==> src/rtl/agex_mul_seq_pkg.sv <==
// Shared types and defaults for the AGEX shift-add multiply sequencer.
package agex_mul_seq_pkg;

    // Sequencer state encoding (2 bits, IDLE must stay 0 for reset).
    typedef enum logic [1:0] {
        ST_IDLE = 2'd0,
        ST_RUN  = 2'd1,
        ST_DONE = 2'd2
    } mulseq_state_e;

    localparam int MULSEQ_DBITS_DEF     = 32;
    localparam int MULSEQ_BPC_DEF       = 1;
    localparam int MULSEQ_REGNOBITS_DEF = 5;

    // Width of the bundle handed back to the AGEX latch: done, result, rd, inst_count.
    function automatic int mulseq_to_agex_width(input int dbits, input int regnobits);
        return 1 + dbits + regnobits + dbits;
    endfunction

endpackage

==> src/rtl/agex_mul_seq_if.sv <==
// Request/result bundle between AGEX (master) and the multiply sequencer (slave).
interface agex_mul_seq_if #(
    parameter int DBITS     = 32,
    parameter int REGNOBITS = 5
);
    logic                 start;
    logic                 flush;
    logic [DBITS-1:0]     op_a;
    logic [DBITS-1:0]     op_b;
    logic [REGNOBITS-1:0] rd_in;
    logic [DBITS-1:0]     cnt_in;
    logic                 stall;
    logic                 busy;
    logic                 done;
    logic [DBITS-1:0]     result;
    logic [REGNOBITS-1:0] rd_out;
    logic [DBITS-1:0]     cnt_out;

    modport master (
        output start, flush, op_a, op_b, rd_in, cnt_in,
        input  stall, busy, done, result, rd_out, cnt_out
    );

    modport slave (
        input  start, flush, op_a, op_b, rd_in, cnt_in,
        output stall, busy, done, result, rd_out, cnt_out
    );
endinterface

==> src/rtl/agex_mul_seq_step.sv <==
// One RUN iteration of the datapath: acc + mcand * mplier_bits as BPC shifted-add terms.
module agex_mul_seq_step #(
    parameter int DBITS = 32,
    parameter int BPC   = 1
) (
    input  logic [DBITS-1:0] acc,
    input  logic [DBITS-1:0] mcand,
    input  logic [BPC-1:0]   mplier_bits,
    output logic [DBITS-1:0] acc_next
);

    // Sum the partial products selected by the retired multiplier bits, truncated to DBITS.
    always_comb begin
        acc_next = acc;
        for (int i = 0; i < BPC; i++) begin
            if (mplier_bits[i]) begin
                acc_next = acc_next + (mcand << i);
            end
        end
    end

endmodule

==> src/rtl/agex_mul_seq.sv <==
// Iterative shift-add multiplier for MUL_I in AGEX: stalls the front end while running,
// returns the low DBITS of the product with the captured rd and inst_count.
module agex_mul_seq
    import agex_mul_seq_pkg::*;
#(
    parameter int DBITS     = MULSEQ_DBITS_DEF,
    parameter int BPC       = MULSEQ_BPC_DEF,
    parameter int REGNOBITS = MULSEQ_REGNOBITS_DEF
) (
    input logic          clk,
    input logic          reset,
    agex_mul_seq_if.slave bus
);

    localparam int ITERS = DBITS / BPC;
    localparam int IW    = $clog2(ITERS + 1);
    localparam logic [IW-1:0] ITER_MAX = IW'(ITERS);

    mulseq_state_e        state_q,  state_d;
    logic [DBITS-1:0]     acc_q,    acc_d;
    logic [DBITS-1:0]     mcand_q,  mcand_d;
    logic [DBITS-1:0]     mplier_q, mplier_d;
    logic [IW-1:0]        iter_q,   iter_d;
    logic [REGNOBITS-1:0] rd_q,     rd_d;
    logic [DBITS-1:0]     tag_q,    tag_d;
    logic                 busy_q,   busy_d;
    logic                 done_q,   done_d;

    logic [DBITS-1:0]     acc_step;
    logic [DBITS-1:0]     mcand_shift;
    logic [DBITS-1:0]     mplier_shift;
    logic [IW-1:0]        iter_inc;
    logic                 accept;

    agex_mul_seq_step #(
        .DBITS (DBITS),
        .BPC   (BPC)
    ) u_step (
        .acc         (acc_q),
        .mcand       (mcand_q),
        .mplier_bits (mplier_q[BPC-1:0]),
        .acc_next    (acc_step)
    );

    // A start in RUN is ignored; a flush always drops the request.
    assign accept       = bus.start & ~bus.flush & (state_q != ST_RUN);
    assign mcand_shift  = mcand_q << BPC;
    assign mplier_shift = mplier_q >> BPC;
    assign iter_inc     = iter_q + IW'(1);

    // Next-state and datapath update; flush beats everything, early exit on empty multiplier.
    always_comb begin
        state_d  = state_q;
        acc_d    = acc_q;
        mcand_d  = mcand_q;
        mplier_d = mplier_q;
        iter_d   = iter_q;
        rd_d     = rd_q;
        tag_d    = tag_q;
        if (bus.flush) begin
            state_d = ST_IDLE;
        end else if (accept) begin
            acc_d    = '0;
            mcand_d  = bus.op_a;
            mplier_d = bus.op_b;
            iter_d   = '0;
            rd_d     = bus.rd_in;
            tag_d    = bus.cnt_in;
            state_d  = (bus.op_b == '0) ? ST_DONE : ST_RUN;
        end else if (state_q == ST_RUN) begin
            acc_d    = acc_step;
            mcand_d  = mcand_shift;
            mplier_d = mplier_shift;
            iter_d   = iter_inc;
            if ((mplier_shift == '0) || (iter_inc == ITER_MAX)) begin
                state_d = ST_DONE;
            end
        end else begin
            state_d = ST_IDLE;
        end
        busy_d = (state_d != ST_IDLE);
        done_d = (state_d == ST_DONE);
    end

    // State, datapath and status flops; async active-low reset returns everything to zero.
    always_ff @(posedge clk or negedge reset) begin
        if (!reset) begin
            state_q  <= ST_IDLE;
            acc_q    <= '0;
            mcand_q  <= '0;
            mplier_q <= '0;
            iter_q   <= '0;
            rd_q     <= '0;
            tag_q    <= '0;
            busy_q   <= 1'b0;
            done_q   <= 1'b0;
        end else begin
            state_q  <= state_d;
            acc_q    <= acc_d;
            mcand_q  <= mcand_d;
            mplier_q <= mplier_d;
            iter_q   <= iter_d;
            rd_q     <= rd_d;
            tag_q    <= tag_d;
            busy_q   <= busy_d;
            done_q   <= done_d;
        end
    end

    // Stall covers the request cycle and every RUN cycle; a flush releases the front end at once.
    assign bus.stall   = ~bus.flush & ((state_q == ST_RUN) | (bus.start & (state_q != ST_RUN)));
    assign bus.busy    = busy_q;
    assign bus.done    = done_q;
    assign bus.result  = acc_q;
    assign bus.rd_out  = rd_q;
    assign bus.cnt_out = tag_q;

endmodule

==> src/flat_wrapper.sv <==
// flat-port wrapper written by rule: the top's interface ports become plain ports
module agex_mul_seq_flat import agex_mul_seq_pkg::*;
#(
    parameter int DBITS     = MULSEQ_DBITS_DEF,
    parameter int BPC       = MULSEQ_BPC_DEF,
    parameter int REGNOBITS = MULSEQ_REGNOBITS_DEF
)
  (clk, reset, bus_start, bus_flush, bus_op_a, bus_op_b, bus_rd_in, bus_cnt_in, bus_stall, bus_busy, bus_done, bus_result, bus_rd_out, bus_cnt_out);
  agex_mul_seq_if #(.DBITS(DBITS), .REGNOBITS(REGNOBITS)) bus_i ();
  input logic clk;
  input logic reset;
  input wire logic [$bits(bus_i.start)-1:0] bus_start;
  input wire logic [$bits(bus_i.flush)-1:0] bus_flush;
  input wire logic [$bits(bus_i.op_a)-1:0] bus_op_a;
  input wire logic [$bits(bus_i.op_b)-1:0] bus_op_b;
  input wire logic [$bits(bus_i.rd_in)-1:0] bus_rd_in;
  input wire logic [$bits(bus_i.cnt_in)-1:0] bus_cnt_in;
  output wire logic [$bits(bus_i.stall)-1:0] bus_stall;
  output wire logic [$bits(bus_i.busy)-1:0] bus_busy;
  output wire logic [$bits(bus_i.done)-1:0] bus_done;
  output wire logic [$bits(bus_i.result)-1:0] bus_result;
  output wire logic [$bits(bus_i.rd_out)-1:0] bus_rd_out;
  output wire logic [$bits(bus_i.cnt_out)-1:0] bus_cnt_out;
  assign bus_i.start = bus_start;
  assign bus_i.flush = bus_flush;
  assign bus_i.op_a = bus_op_a;
  assign bus_i.op_b = bus_op_b;
  assign bus_i.rd_in = bus_rd_in;
  assign bus_i.cnt_in = bus_cnt_in;
  assign bus_stall = bus_i.stall;
  assign bus_busy = bus_i.busy;
  assign bus_done = bus_i.done;
  assign bus_result = bus_i.result;
  assign bus_rd_out = bus_i.rd_out;
  assign bus_cnt_out = bus_i.cnt_out;
  agex_mul_seq #(.DBITS(DBITS), .BPC(BPC), .REGNOBITS(REGNOBITS)) u_core (.clk(clk), .reset(reset), .bus(bus_i));
endmodule
==> config.mk <==
export PLATFORM = sky130hd
export DESIGN_NAME = agex_mul_seq_flat
export DESIGN_NICKNAME = d
export VERILOG_FILES = /design/src/rtl/agex_mul_seq_pkg.sv /design/src/rtl/agex_mul_seq_if.sv /design/src/rtl/agex_mul_seq_step.sv /design/src/rtl/agex_mul_seq.sv /design/src/flat_wrapper.sv
export SDC_FILE = /design/constraint.sdc
export NUM_CORES = 1
export LEC_CHECK = 0
export CAP_MARGIN = 25
export CORE_MARGIN = 5
export CORE_UTILIZATION = 30
export CTS_BUF_LIST = sky130_fd_sc_hd__clkbuf_16
export CTS_CLUSTER_SIZE = 14
export DETAILED_ROUTE_END_ITERATION = 16
export GPL_TIMING_DRIVEN = 1
export PLACE_DENSITY = 0.59
export SLEW_MARGIN = 15
export SYNTH_ARGS = -nofsm -noshare
export SYNTH_HDL_FRONTEND = slang
export SYNTH_SLANG_ARGS = --single-unit
==> constraint.sdc <==
create_clock -name clk -period 3 [get_ports clk]
set_clock_uncertainty 0.1 [all_clocks]
set_input_delay 0.6 -clock clk [delete_from_list [all_inputs] [get_ports clk]]
set_output_delay 0.6 -clock clk [all_outputs]
set_load 0.1 [all_outputs]
# == Word-level counts from Yosys, hierarchy flattened ==
# Index checks and enable logic that the tools add are counted.
# word_totals
output_inout_bits,72
ff_bits,143
wordCells,44
input_bits,105
# op_classes
n_bitwise,6
reduce_logical,9
add_sub_neg,2
n_mux,14
eq_ne,4
# ops
operator,count
32-bit 2-to-1 mux,7
32-bit zero test,2
32-bit adder,1
6-bit 2-to-1 mux,2
2-bit 2-to-1 mux,5
"6-bit by 1-bit adder with 6-bit output, second input constant",1
"6-bit equality test, second input constant",1
2-bit nonzero test,3
1-bit AND,4
2-bit AND reduction,2
3-bit AND reduction,1
"2-bit by 1-bit equality test with 1-bit output, second input constant",1
"2-bit equality test, second input constant",1
"2-bit by 1-bit inequality test with 1-bit output, second input constant",1
1-bit logical OR,1
1-bit NOT,1
1-bit bitwise OR,1

# == Longest topological paths before layout ==
# Gate-level depths: netlist (run 1).
# depth
depth_word,8
depth_mapped,10
mapped_depth_nobuf,10

# == Hierarchy ==
# A second synthesis (run 1) with hierarchy kept.
# hier_totals
hier_cells,819
area_unflattened_um2,8051.5
# modules_own_cells
mod,seq_area_each_um2,instances,cells_each,area_per_inst_um2
agex_mul_seq,3578.4,1,498,5819.3
agex_mul_seq_step,0.0,1,321,2232.1

# == Least setup slack after synthesis (run 1) ==
# No wires, ideal clock.
# synth_path
kind,register to register
from,"register u_core.acc_q[0], in the netlist u_core.bus.result[0]"
to,"register u_core.acc_q[28], in the netlist u_core.bus.result[28]"
arrival_time_ns,3.133
slack_ns,-0.359
stages_incl_launch_ff,11
setup_time_ns,0.126
synth_period_minus_slack_ns,3.359
required_time_ns,2.774
path_buffers,0
path_cell_list,dfrtp_1 > ha_1 > fa_1 > a211o_1 > a21oi_1 > a211oi_1 > nor4b_1 > o21ai_1 > nand2_1 > o311ai_1 > a221o_1
# synth_between
elab_chain_len,4
# synth_rtl
element,line,text
from (decl),agex_mul_seq.sv:20,"logic [DBITS-1:0] acc_q, acc_d;"
from (signal assigned),agex_mul_seq.sv:89,acc_q <= '0;
from (signal assigned),agex_mul_seq.sv:99,acc_q <= acc_d;
32-bit adder,agex_mul_seq_step.sv:17,acc_next = acc_next + (mcand << i);
32-bit 2-to-1 mux,agex_mul_seq_step.sv:16,if (mplier_bits[i]) begin
32-bit 2-to-1 mux,agex_mul_seq.sv:70,end else if (state_q == ST_RUN) begin
32-bit 2-to-1 mux,agex_mul_seq.sv:62,end else if (accept) begin
# Every way passes these cells. The select of a mux whose other input is x is not followed.
# A chain may end at the register's enable or synchronous reset.

# == Worst setup path after layout (run 1) ==
# layout_path
from,"register u_core.acc_q[0], in the netlist u_core.bus.result[0]"
to,"register u_core.acc_q[31], in the netlist u_core.bus.result[31]"
# The elaborated chain is that of the path after synthesis.

==> results by group, run 1 <==
Status
  – Run status: completed

GRT
  – Maximum number of pins on one net before global-route repair: 77
  – Met3 usage in global routing: 5.50%
  – Fraction of met2 tracks used by global routing: 25.6%
  – Global-route total usage across every layer: 15.8%
  – Antenna violations before repair: 0
  – GR Util met1: 20.3%
  – Total gr overflow: 0
  – Via count of the first global-routing pass: 6994
  – Busiest grt layer: met2
  – Global-route wire length before repair: 36500 um

Pwr
  – Fraction of power consumed by combinational cells: 32.9%
  – Pwr dens: 671 nW/um^2
  – P_sw: 0.00283 W
  – Lkg Pwr: 4.54 nW
  – VDD IR max: 0.420 mV
  – Switching share of power: 40.8%
  – Sequential group share of total power: 35.2%
  – Cell-internal power: 0.00410 W
  – Post-route total power: 0.00693 W
  – Clock network power share: 31.9%

Logic synthesis
  – Number of cells produced by synthesis: 781
  – Top area cells in the synthesized netlist: sky130_fd_sc_hd__dfrtp_1 (47%), sky130_fd_sc_hd__o21ai_0 (6.4%), sky130_fd_sc_hd__nand2_1 (5.5%)
  – Share of flip-flops with an asynchronous set or reset: 100%
  – Post-synthesis net count: 919
  – Mean area per synthesized cell: 9.78 sq um
  – Synth warn: 0
  – Post-synthesis cell type with the largest combined area: sky130_fd_sc_hd__dfrtp_1
  – Post-synthesis sequential area ratio: 46.9%
  – Number of synthesized flops with an enable pin: 0
  – Library cells used by synthesis: 68
  – Count leader, synth: sky130_fd_sc_hd__dfrtp_1
  – Post-synthesis instance area: 7640 sq um
  – Main synth FF type: sky130_fd_sc_hd__dfrtp_1
  – Number of synthesized register bits: 143
  – Area fraction of the dominant cell type after synthesis: 46.9%
  – Commonest cells in the netlist: sky130_fd_sc_hd__dfrtp_1 (143), sky130_fd_sc_hd__nand2_1 (111), sky130_fd_sc_hd__o21ai_0 (97)

STA
  – Unrepaired setup endpoints after global routing: no
  – Slew Viols, Final: 0
  – Relative slew margins: 35.3%
  – Final period util: 94.1%
  – Final Setup Violations: 0
  – Max Clock Freq: 354 MHz
  – Worst slew pin tran: 0.971 ns
  – Tmin final: 2.82 ns
  – Final-layout setup total negative slack: 0 ns
  – Hold Vio Cnt, Final: 0

Clock tree
  – Clk sinks: 143
  – Number of H-tree levels: 4
  – TritonCTS clock tree: yes
  – Clock latency on the worst-skew pair: 0.43 ns
  – Maximum number of buffers from clock root to sink: 2
  – Postcts setup bufs: 0
  – Number of buffers added by the clock tree synthesis step: 17
  – Cts repair resizes: 0
  – Number of hold buffers added after CTS: 0
  – Register clock-pin slew on the reported worst setup and hold paths: 0.07 ns
  – Clock root cell: sky130_fd_sc_hd__clkbuf_16

Flow run
  – Number of maximum-capacitance constraint violations: 0

Hold path
  – Worst min-delay path class: input port to asynchronous set/reset pin

Route
  – Vias after detailed routing: 6725
  – Vias/cell: 5.21
  – DRC Markers: 0
  – Length of the first detailed-routing pass in iterations: 5
  – 1st-iter DRT viols: 378
  – Total wirelength of the detailed-routed design: 22500 um
  – Number of nets still failing antenna checks after routing: 0
  – Routed wire per std cell: 17.4 um

Setup path
  – Maximum fanout encountered on the critical timing path: 5
  – Data required time at the worst endpoint: 3.22 ns
  – CP Capture Type: register
  – Crit path launch type: register
  – R2r worst-path depth: 10
  – Critical Setup Path Class: register to register
  – Arrival time reported for the critical path endpoint: 3.04 ns

Placement
  – Final weighted congestion in routability-driven placement: 0.845
  – Input/output buffers: 176
  – Post-detailed-placement half-perimeter wirelength: 16300 um

Cells and area
  – Filler instances: 2511
  – Ratio of cells with drive above 1 in the final layout: 20.7%
  – Final Net Count: 1085
  – Synth-to-Final Area Change: 35.2%
  – Area of combinational cells with multiple inputs: 3880 sq um
  – Total area of sequential cells: 3600 sq um

Floorplanning
  – DIE HEIGHT: 170 um
  – # IOs: 177
  – Area of the placeable core: 25100 sq um
  – Effective utilization at floorplan: 30.4%
  – Die Wd: 170 um
  – Overall die area: 28700 sq um
  – Std-Cell Rows: 58
-- power by group through the flow --
| stage | clock, W | combinational [W] | sequential [W] |
|---|---|---|---|
| finish | 0.00221 | 0.00228 | 0.00244 |
| floorplan | 0 | 0.000764 | 0.00332 |
| detailed placement | 0 | 0.00229 | 0.00247 |
| global placement | 0 | 0.00228 | 0.00246 |
| global route | 0.00236 | 0.00245 | 0.00248 |
| CTS | 0.00228 | 0.00229 | 0.00244 |
-- per-stage QoR --
stage               hold WS (ns)  util (%)  cell area, sq um  std cells  setup WS [ns]
detailed placement         0.378      38.5              9670       1258         0.0486
floorplan                  0.204         -              7670        781       -0.00863
global placement           0.369      38.5              9670       1258         0.0849
CTS                       0.0442      41.0             10300       1290         0.0250
finish                    0.0274      41.1             10300       1291          0.176
global route              0.0615      41.1             10300       1290         0.0153
-- kinds of logic (layout without fill, tap and decap cells) --
| logic type | count (synthesis) | count (layout) | synth area share [%] |
|---|---|---|---|
| buffers and inverters | 61 | 240 | 3.15 |
| XOR/XNOR | 27 | 27 | 3.10 |
| other | 0 | 1 | 0 |
| multiplexers | 45 | 45 | 6.51 |
| AND/OR/NAND/NOR | 202 | 202 | 12.2 |
| AO/OA/AOI/OAI | 270 | 270 | 22.7 |
| flip-flops | 143 | 143 | 46.9 |
| adder cells (fa/ha/maj) | 33 | 33 | 5.51 |
-- worst paths after layout --
| check | slack, ns | from | end |
|---|---|---|---|
| setup / recovery | 0.18 | u_core.bus.result[0] | u_core.bus.result[31] |
| hold / removal | 0.03 | reset | u_core.mcand_q[16] |
| setup reg to reg | 0.18 | u_core.bus.result[0] | u_core.bus.result[31] |
| hold reg to reg | 0.39 | u_core.bus.rd_out[1] | u_core.bus.rd_out[1] |
| max in group asynchronous | 2.04 | reset | u_core.iter_q[0] |
| min in group clk | 0.39 | u_core.bus.rd_out[1] | u_core.bus.rd_out[1] |
-- flip-flops by register name, indices dropped and copies added (netlist names) --
signal              flops
u_core.bus.busy         1
u_core.iter_q           6
u_core.mcand_q         32
u_core.bus.cnt_out     32
u_core.state_q          2
u_core.bus.rd_out       5
u_core.mplier_q        32
u_core.bus.result      32
u_core.bus.done         1
-- routing by layer --
layer,part of all wire [%],vias up
met5,0,-
met4,1.2,0
met2,47,197
met1,45,3287
met3,7.7,19
li1,-,3222
-- critical path, stage by stage (launching register included) --
cell,delay (ns)
sky130_fd_sc_hd__dfrtp_4,0.47
sky130_fd_sc_hd__ha_2,0.20
sky130_fd_sc_hd__buf_4,0.14
sky130_fd_sc_hd__a211oi_2,0.26
sky130_fd_sc_hd__o211ai_2,0.14
sky130_fd_sc_hd__nand3_2,0.12
sky130_fd_sc_hd__a21oi_2,0.09
sky130_fd_sc_hd__o41a_1,0.49
sky130_fd_sc_hd__or4_1,0.52
sky130_fd_sc_hd__nand3b_1,0.10
sky130_fd_sc_hd__o31ai_1,0.07
-- cell usage in the layout (no fill, tap or decap), drive strengths merged, types with 9 or more instances in the layout --
| cell | instances |
|---|---|
| nand3 | 9 |
| nand2 | 111 |
| xor2 | 15 |
| nor4 | 17 |
| nor2 | 26 |
| clkbuf | 17 |
| dfrtp | 143 |
| a21o | 16 |
| o21ai | 104 |
| ha | 32 |
| buf | 93 |
| a22oi | 54 |
| a21oi | 37 |
| xnor2 | 12 |
| inv | 21 |
| mux2 | 37 |
| a31oi | 9 |
| clkdlybuf4s50 | 102 |
-- final cells by class --
| class | count | area share, % |
|---|---|---|
| Antenna cell | 1 | 0.0242 |
| Clock buffer | 17 | 4.12 |
| Clock inverter | 15 | 1.87 |
| Inverter | 13 | 0.472 |
| Multi-Input combinational cell | 577 | 37.6 |
| Sequential cell | 143 | 34.9 |
| Tap cell | 330 | 4.00 |
| Timing Repair Buffer | 195 | 17.0 |
Note: power is estimated with default switching activity, not from simulation.
==> run 2: changes to the inputs <==
CTS_CLUSTER_DIAMETER = 30   (was unset)
==> results of run 2 <==
Same layout as run 1: the final DEF is identical, and so are final timing and power.
==> run 3: changes to the inputs <==
CAP_MARGIN = 20   (was 25)
CTS_BUF_LIST = sky130_fd_sc_hd__clkbuf_2 sky130_fd_sc_hd__clkbuf_4 sky130_fd_sc_hd__clkbuf_8   (was sky130_fd_sc_hd__clkbuf_16)
==> run 3 against run 2 <==
- critical path depth is the same
- fmax is essentially flat
- sequential power is essentially flat
- cell area shrank 1.8%
- global-route usage is essentially flat
- sequential share of layout area grew 0.62 points
- core utilization shrank 0.72 points
- setup slack is essentially flat
- register-to-register slack is essentially flat
- power shrank 8.1%
- critical path type unchanged
- critical endpoint unchanged
==> results by group, run 3 (same netlist as run 1, synthesis figures left out) <==
Floorplanning
  – Area of the placeable core: 25100 sq um (unchanged)
  – Die Wd: 170 um (unchanged)
  – Effective utilization at floorplan: 30.4% (unchanged)
  – # IOs: 177 (unchanged)
  – DIE HEIGHT: 170 um (unchanged)
  – Std-Cell Rows: 58 (unchanged)
  – Overall die area: 28700 sq um (unchanged)

GRT
  – Via count of the first global-routing pass: 6990 (was 6994)
  – Total gr overflow: 0 (unchanged)
  – Global-route total usage across every layer: 15.7% (was 15.8%)
  – Antenna violations before repair: 0 (unchanged)
  – Maximum number of pins on one net before global-route repair: 77 (unchanged)
  – Global-route wire length before repair: 36500 um (about the same)

Route
  – Vias after detailed routing: 6688 (was 6725)
  – Vias/cell: 5.18 (was 5.21)
  – Length of the first detailed-routing pass in iterations: 5 (unchanged)
  – Total wirelength of the detailed-routed design: 22500 um (about the same)
  – Number of nets still failing antenna checks after routing: 0 (unchanged)
  – 1st-iter DRT viols: 429 (was 378)
  – DRC Markers: 0 (unchanged)
  – Routed wire per std cell: 17.4 um (about the same)

Cells and area
  – Final Util: 40.4% (was 41.1%)
  – Synth-to-Final Area Change: 32.9% (was 35.2%)
  – Final Net Count: 1086 (was 1085)
  – Ratio of cells with drive above 1 in the final layout: 20.7% (about the same)
  – Most frequent cells in the layout: sky130_fd_sc_hd__dfrtp_1 (125), sky130_fd_sc_hd__nand2_1 (111), sky130_fd_sc_hd__clkdlybuf4s50_1 (102) (unchanged)
  – Filler instances: 2528 (was 2511)
  – Final Instance Area: 10100 sq um (was 10300 sq um)
  – Leading cell type in the layout, fill and taps excluded: sky130_fd_sc_hd__dfrtp_1 (unchanged)

Clock tree
  – Register clock-pin slew on the reported worst setup and hold paths: 0.10 ns (was 0.07 ns)
  – Postcts setup bufs: 0 (unchanged)
  – TritonCTS clock tree: yes (unchanged)
  – Number of buffers added by the clock tree synthesis step: 17 (unchanged)
  – Number of H-tree levels: 4 (unchanged)
  – Clock latency on the worst-skew pair: 0.46 ns (was 0.43 ns)
  – Clk sinks: 143 (unchanged)
  – Clock root cell: sky130_fd_sc_hd__clkbuf_8 (was sky130_fd_sc_hd__clkbuf_16)
  – Maximum number of buffers from clock root to sink: 2 (unchanged)

Setup path
  – R2r worst-path depth: 10 (unchanged)
  – Arrival time reported for the critical path endpoint: 3.08 ns (was 3.04 ns)
  – Data required time at the worst endpoint: 3.25 ns (was 3.22 ns)
  – Flop2flop setup slack: 0.18 ns (about the same)
  – CP Capture Type: register (unchanged)
  – Critical Setup Path Class: register to register (unchanged)
  – CP startpoint: u_core.bus.result[0] (unchanged)
  – Critical path destination: u_core.bus.result[31] (unchanged)
  – Maximum fanout encountered on the critical timing path: 5 (unchanged)
  – Reg2Reg Launch Point: u_core.bus.result[0] (unchanged)
  – Endpoint of the worst register-to-register path: u_core.bus.result[31] (unchanged)
  – Crit path launch type: register (unchanged)

Hold path
  – Worst min-delay path class: register to register (was input port to asynchronous set/reset pin)

Pwr
  – Post-route total power: 0.00637 W (was 0.00693 W)
  – Lkg Pwr: 4.46 nW (was 4.54 nW)
  – Pwr dens: 628 nW/um^2 (was 671 nW/um^2)
  – VDD IR max: 0.391 mV (was 0.420 mV)

STA
  – Slew Viols, Final: 0 (unchanged)
  – Final period util: 94.1% (about the same)
  – Unrepaired setup endpoints after global routing: no (unchanged)
  – Relative slew margins: 35.9% (was 35.3%)
  – Hold Vio Cnt, Final: 0 (unchanged)
  – Worst slew pin tran: 0.961 ns (was 0.971 ns)
  – Tmin final: 2.82 ns (about the same)
  – Final-layout setup total negative slack: 0 ns (unchanged)
  – Final Setup Violations: 0 (unchanged)
  – Max Clock Freq: 354 MHz (about the same)

Placement
  – Final weighted congestion in routability-driven placement: 0.845 (unchanged)
  – Input/output buffers: 176 (unchanged)
  – Total placed instance area: 9670 sq um (unchanged)
  – Post-detailed-placement half-perimeter wirelength: 16300 um (unchanged)

Status
  – Run status: completed (unchanged)

Flow run
  – Number of maximum-capacitance constraint violations: 0 (unchanged)
-- run 3: cell count changes in the layout (fill, tap and decap cells not counted), sizes merged --
cell / before / now
dlygate4sd3: 0 / 1
-- run 3: through the flow --
stage | hold slack (ns) | setup slack [ns] | instances
2_1_floorplan | 0.204 | -0.00863 | 781
3_5_place_dp | 0.378 | 0.0486 | 1258
6_report | 0.400 | 0.176 | 1292
4_1_cts | 0.404 | 0.0170 | 1291
3_3_place_gp | 0.369 | 0.0849 | 1258
5_1_grt | 0.420 | 0.0147 | 1291
-- run 3: worst max-delay path, stage by stage (launching register included) --
cell and delay, ns:
sky130_fd_sc_hd__dfrtp_4 0.48, sky130_fd_sc_hd__ha_2 0.20, sky130_fd_sc_hd__buf_4 0.14, sky130_fd_sc_hd__a211oi_2 0.26, sky130_fd_sc_hd__o211ai_2 0.14, sky130_fd_sc_hd__nand3_2 0.12, sky130_fd_sc_hd__a21oi_2 0.09, sky130_fd_sc_hd__o41a_1 0.50
sky130_fd_sc_hd__or4_1 0.52, sky130_fd_sc_hd__nand3b_1 0.10, sky130_fd_sc_hd__o31ai_1 0.07
-- run 3: per-layer routing --
layer  vias up  part of all wire [%]  GRT usage [%]
li1       3220                     -              -
met1      3273                    45           20.2
met2       174                    46           25.6
met3        21                   7.2           4.98
met4         0                   1.4           4.34
met5         -                     0              0
-- run 3: worst min path at each step --
stage,startpoint,to,cells past startpoint
global route,u_core.bus.cnt_out[29],u_core.bus.cnt_out[29],1
CTS,u_core.bus.rd_out[1],u_core.bus.rd_out[1],1
floorplan,reset,u_core.bus.busy,0
global placement,u_core.bus.rd_out[3],u_core.bus.rd_out[3],1
finish,u_core.bus.cnt_out[29],u_core.bus.cnt_out[29],1
detailed placement,u_core.bus.rd_out[3],u_core.bus.rd_out[3],1
-- run 3: cell type report --
| cell class | instances | area [sq um] | area share, % |
|---|---|---|---|
| clock inverter | 15 | 193 | 1.90 |
| inverter | 13 | 48.8 | 0.481 |
| sequential | 143 | 3600 | 35.5 |
| timing repair buffer | 196 | 1770 | 17.4 |
| clock buffer | 17 | 234 | 2.31 |
| tap | 330 | 413 | 4.07 |
| multi-input combinational | 577 | 3880 | 38.3 |
| antenna | 1 | 2.50 | 0.0247 |
-- run 3: repair_timing --
item | CTS | global route
hold endpoints to repair | 38 | 0
setup endpoints to repair | 0 | 7
hold buffers | 1 | 0
resized for setup | 0 | 7
-- run 3: where the power goes --
group	switching, W	internal (W)	total (W)
Combinational	0.00159	0.000691	0.00228
Sequential	0.000226	0.00221	0.00243
Clock	0.000938	0.000717	0.00165
